File: config.mk
export PLATFORM = sky130hd
export DESIGN_NAME = sll32_seq
export DESIGN_NICKNAME = d
export VERILOG_FILES = /design/src/rtl/alu_shift_pkg.sv /design/src/rtl/shl_step.sv /design/src/rtl/sll32_seq.sv
export SDC_FILE = /design/constraint.sdc
export NUM_CORES = 1
export LEC_CHECK = 0
export ABC_CLOCK_PERIOD_IN_PS = 4100
export BUFFER_PORTS_ARGS = -buffer_cell sky130_fd_sc_hd__buf_2
export CAP_MARGIN = 20
export CORE_MARGIN = 5
export CORE_UTILIZATION = 49
export DETAILED_ROUTE_END_ITERATION = 7
export PLACE_DENSITY = 0.93
export SLEW_MARGIN = 10
export SYNTH_ARGS = -nofsm -noshare
export SYNTH_HDL_FRONTEND = slang
export SYNTH_SLANG_ARGS = --single-unit
File: constraint.sdc
create_clock -name clk -period 4.1 [get_ports clk]
set_clock_uncertainty 0.05 [all_clocks]
set_input_delay 0.205 -clock clk [delete_from_list [all_inputs] [get_ports clk]]
set_output_delay 0.205 -clock clk [all_outputs]
set_load 0.05 [all_outputs]
File: src/rtl/alu_shift_pkg.sv
// Shared definitions for the sequential ALU shift units (left and right variants).
package alu_shift_pkg;

    // Shift amount width: a 32-bit datapath needs shift distances 0..31
    localparam int SHAMT_W = 5;

    // Bit positions of the shift amount in the instruction word (sll/srl)
    // and in the register operand (sllv/srlv)
    localparam int SHAMT_HI  = 10;
    localparam int SHAMT_LO  = 6;
    localparam int SHAMTV_HI = 4;
    localparam int SHAMTV_LO = 0;

    // Control states common to every sequential shifter
    typedef enum logic [1:0] {
        S_IDLE  = 2'd0,
        S_SHIFT = 2'd1,
        S_DONE  = 2'd2
    } shift_state_t;

endpackage

File: src/rtl/shl_step.sv
// One step of the sequential left shifter: a combinational shift by a small amount.
module shl_step
    import alu_shift_pkg::*;
#(
    parameter int WIDTH = 32
) (
    input  logic [WIDTH-1:0]   value,
    input  logic [SHAMT_W-1:0] amt,
    output logic [WIDTH-1:0]   result
);

    // Zero-filled logical left shift; bits leaving the MSB are dropped
    assign result = value << amt;

endmodule

File: src/rtl/sll32_seq.sv
// Multi-cycle logical left shifter (sll/sllv) with a start/busy/done handshake.
module sll32_seq
    import alu_shift_pkg::*;
#(
    parameter int WIDTH = 32,
    parameter int STEP  = 1
) (
    input  logic             clk,
    input  logic             rst,
    input  logic             start,
    input  logic             var_sel,
    input  logic [WIDTH-1:0] A,
    input  logic [WIDTH-1:0] B,
    output logic [WIDTH-1:0] res,
    output logic             busy,
    output logic             done
);

    // Reject unsupported configurations at elaboration time
    if (WIDTH != 32) begin : g_bad_width
        $error("sll32_seq: only WIDTH=32 is supported");
    end
    if (STEP != 1 && STEP != 2 && STEP != 4 && STEP != 8) begin : g_bad_step
        $error("sll32_seq: STEP must be 1, 2, 4 or 8");
    end

    localparam logic [SHAMT_W-1:0] STEP_AMT = SHAMT_W'(STEP);

    shift_state_t       state_q, state_d;
    logic [WIDTH-1:0]   acc_q, acc_d;
    logic [SHAMT_W-1:0] cnt_q, cnt_d;
    logic               busy_q, busy_d;
    logic               done_q, done_d;

    logic [SHAMT_W-1:0] step_amt;
    logic [SHAMT_W-1:0] shamt_sel;
    logic [WIDTH-1:0]   acc_shifted;

    // Only B[10:6] and B[4:0] carry a shift amount; the rest of B is ignored
    logic unused_b;
    assign unused_b = ^{B[WIDTH-1:SHAMT_HI+1], B[SHAMT_LO-1:SHAMTV_HI+1]};

    // Per-cycle shift distance: a full step, or whatever remains if less
    assign step_amt = (cnt_q < STEP_AMT) ? cnt_q : STEP_AMT;

    // Pick the shift amount field: immediate field for sll, register field for sllv
    assign shamt_sel = var_sel ? B[SHAMTV_HI:SHAMTV_LO] : B[SHAMT_HI:SHAMT_LO];

    shl_step #(
        .WIDTH (WIDTH)
    ) u_shl_step (
        .value  (acc_q),
        .amt    (step_amt),
        .result (acc_shifted)
    );

    // Next-state logic: capture on start in IDLE, shift down the count, pulse done once
    always_comb begin
        state_d = state_q;
        acc_d   = acc_q;
        cnt_d   = cnt_q;
        busy_d  = 1'b0;
        done_d  = 1'b0;
        case (state_q)
            S_IDLE: begin
                if (start) begin
                    acc_d  = A;
                    cnt_d  = shamt_sel;
                    busy_d = 1'b1;
                    if (shamt_sel == '0) begin
                        state_d = S_DONE;
                        done_d  = 1'b1;
                    end else begin
                        state_d = S_SHIFT;
                    end
                end
            end
            S_SHIFT: begin
                acc_d  = acc_shifted;
                cnt_d  = cnt_q - step_amt;
                busy_d = 1'b1;
                if (cnt_d == '0) begin
                    state_d = S_DONE;
                    done_d  = 1'b1;
                end
            end
            S_DONE: begin
                state_d = S_IDLE;
            end
            default: begin
                state_d = S_IDLE;
            end
        endcase
    end

    // State and registered outputs; reset aborts any shift in progress and clears the result
    always_ff @(posedge clk or posedge rst) begin
        if (rst) begin
            state_q <= S_IDLE;
            acc_q   <= '0;
            cnt_q   <= '0;
            busy_q  <= 1'b0;
            done_q  <= 1'b0;
        end else begin
            state_q <= state_d;
            acc_q   <= acc_d;
            cnt_q   <= cnt_d;
            busy_q  <= busy_d;
            done_q  <= done_d;
        end
    end

    assign res  = acc_q;
    assign busy = busy_q;
    assign done = done_q;

endmodule

==> out/results.tsv <==
metric	value	unit
synth_nets	289	
clk_latency	0.29	ns
rr_worst_depth	7	
gp_congestion	0.935	
seq_area_frac_synth	0.512	
wl_per_cell	15.7	um
synth-seq-cells	41	
stdcell_area	2500	um2
drc	0	
total_power	2.47	mW
r2r_start	cnt_q[3]	
nets	362	
setup_violations	0	
yosys_warnings	0	
cp.required	4.26	ns
critPathSlowestCell	or4_4	
antenna_found_initial	0	
seq_area	1030	um2
clk_pin_slew	0.07	ns
cts-root-buf	clkbuf_8	
syn_inst	219	
clock_sinks	41	
rsz0062_at_grt	no	
grt_overflow	0	
r2r_end	done	
p_per_area	986	nW/um2
vdd.ir_drop.worst	645	uV
synthDistinctLibCells	33	
post-route-min-period	2.20	ns
wl	5.36	mm
clockBufferDepth	2	
vias_per_cell	5.70	
drive_above_1_share	0.323	
cpLargestDelayFamily	simple AND/OR/NAND/NOR gates	
crit_path_start	cnt_q[3]	
synth.avg_cell_area	9.16	um2
grt_pass1_wl	8.74	mm
hp-class	in2reg	
vias	1945	
post_cts_buffers	0	
synth_top_area_frac	0.512	
path_buf_inv	0	
worstPathCellList	or4_4 -> nand2_1 -> ha_1 -> nor4_1 -> xor2_1 -> nand4b_1 -> o21ai_0	
multi_input_area	868	um2
fill_cells	325	
core	3970	um2
synthTopCellsByArea	dfrtp_1 (51%), o22ai_1 (9.4%), a21oi_1 (9.2%)	
grt_usage	0.204	
end_kind	register	
drt_iter0_drc	181	
worstPathArrival	2.35	ns
p_leak	1.14	nW
slowest_delay	0.55	ns
cts_buffers	5	
fin_crit_sh	0.536	
cts_max_level	2	
pin_count	102	
std_cell_rows	23	
hold_viol	0	
setup_tns	0	ns
cts_tree	done	
drv_cap	0	
antenna_cells	0	
grt_pass1_vias	1954	
worst_slew_pin_slew	0.962	ns
endpoint	done	
outcome	completed	
die_x	74.0	um
worstSetupStartpointType	register	
synth_area	2010	um2
die_height	74.0	um
fmax	455	MHz
crit_cells	7	
slew_headroom	0.358	
port_buffers	79	
grt_max_degree	42	
synth_area_leader_cell	dfrtp_1	
drtAntennaViolNets	0	
path_max_fanout	7	
hpwlAfterDp	3.78	mm
area_delta_synth_final	24.6	%
dr.pass1.iters	4	
drv_slew	0	
die-area	5470	um2
start_util	0.505	
r2r_slack	1.90	ns
path_class	reg2reg	
placed_area	2420	um2
==> cells in the mapped netlist <==
cell type	instances
mux2_2	1
a211oi_1	1
a2bb2oi_1	1
nor3_1	2
a221oi_1	3
dfrtp_1	41
nand2_1	5
nand4b_1	1
buf_2	3
nor2b_1	3
o21ai_0	3
o21ai_1	1
inv_1	7
o2bb2ai_1	1
o21bai_1	1
nand3b_1	1
a21oi_1	37
or4_1	1
o21ai_2	1
xnor2_1	1
mux2i_1	5
o22ai_1	30
buf_6	3
a22oi_1	2
nor4_1	2
a31oi_1	2
or4_4	1
ha_1	2
nand2b_1	1
nor2_1	42
clkbuf_1	12
and3b_1	1
xor2_1	1
==> sequential cells by signal (all words and copies together), names as in the netlist <==
signal,cells
done,1
cnt_q,5
busy,1
res,32
state_q,2
==> kinds of logic (layout without fill, tap and decap cells) <==
group / count (synthesis) / in the layout / synth area share
compound gates: 83 / 83 / 0.243
xor+xnor: 2 / 2 / 0.00874
fa+ha+maj: 2 / 2 / 0.0125
buf+inv: 25 / 97 / 0.0599
flops: 41 / 41 / 0.512
mux: 6 / 6 / 0.0306
simple gates: 60 / 60 / 0.134
==> placed cells by master (no fill, tap or decap), drive strengths merged, types with 2 or more instances in the layout <==
| master | Yosys | layout |
|---|---|---|
| nor2b | 3 | 3 |
| clkbuf | 12 | 5 |
| o22ai | 30 | 30 |
| or4 | 2 | 2 |
| a21oi | 37 | 37 |
| nor4 | 2 | 2 |
| a31oi | 2 | 2 |
| buf | 6 | 83 |
| mux2i | 5 | 5 |
| nand2 | 5 | 5 |
| inv | 7 | 7 |
| dfrtp | 41 | 41 |
| nor3 | 2 | 2 |
| a22oi | 2 | 2 |
| o21ai | 5 | 5 |
| a221oi | 3 | 3 |
| ha | 2 | 2 |
| nor2 | 42 | 42 |
==> per-stage QoR <==
step	hold slack [ns]	util	cells	setup WS [ns]
detailed placement	0.309	0.608	334	1.93
finish	0.187	0.629	341	1.90
global route	0.190	0.629	341	1.80
CTS	0.184	0.629	341	1.92
floorplan	0.373	-	219	2.16
global placement	0.309	0.605	333	1.63
==> metal layers <==
metal,wire length (um),GRT usage
met5,0,0
met4,23,0.0543
met3,384,0.0446
met2,2780,0.348
met1,2180,0.264
==> worst register-to-register path, stage by stage (launching register included) <==
cell,delay (ns)
dfrtp_1,0.46
or4_4,0.55
nand2_1,0.15
ha_1,0.20
nor4_1,0.07
xor2_1,0.17
nand4b_1,0.27
o21ai_0,0.21
==> area by class of cell <==
type	instances	share of cell area
flip-flops and latches	41	0.410
multi-input cells	153	0.347
repair buffers	84	0.177
clock buffers	5	0.0275
well taps	50	0.0250
inverters	7	0.0105
clock inverters	1	0.00200
==> worst min-delay path by stage <==
stage          startpoint  endpoint  slack, ns  cells after the start
2_1_floorplan        A[0]    res[0]       0.37                      2
3_3_place_gp          rst    res[5]       0.31                      3
3_5_place_dp          rst   res[12]       0.31                      3
4_1_cts             A[21]   res[21]       0.18                      3
5_1_grt             A[19]   res[19]       0.19                      3
6_report             A[3]    res[3]       0.19                      3
==> report_power, final <==
part	leakage [nW]	switching [mW]	internal (mW)
clock	0.0399	0.131	0.112
sequential	0.456	0.181	0.597
combinational	0.644	1.03	0.417
==> timing repair <==
action | 4_1_cts | 5_1_grt
hold buffers | 1 | 0
gates resized for setup | 0 | 0
endpoints found under the setup margin | 0 | 0
hold endpoints to repair | 27 | 0
No activity file was read; power rests on OpenSTA's default activity.
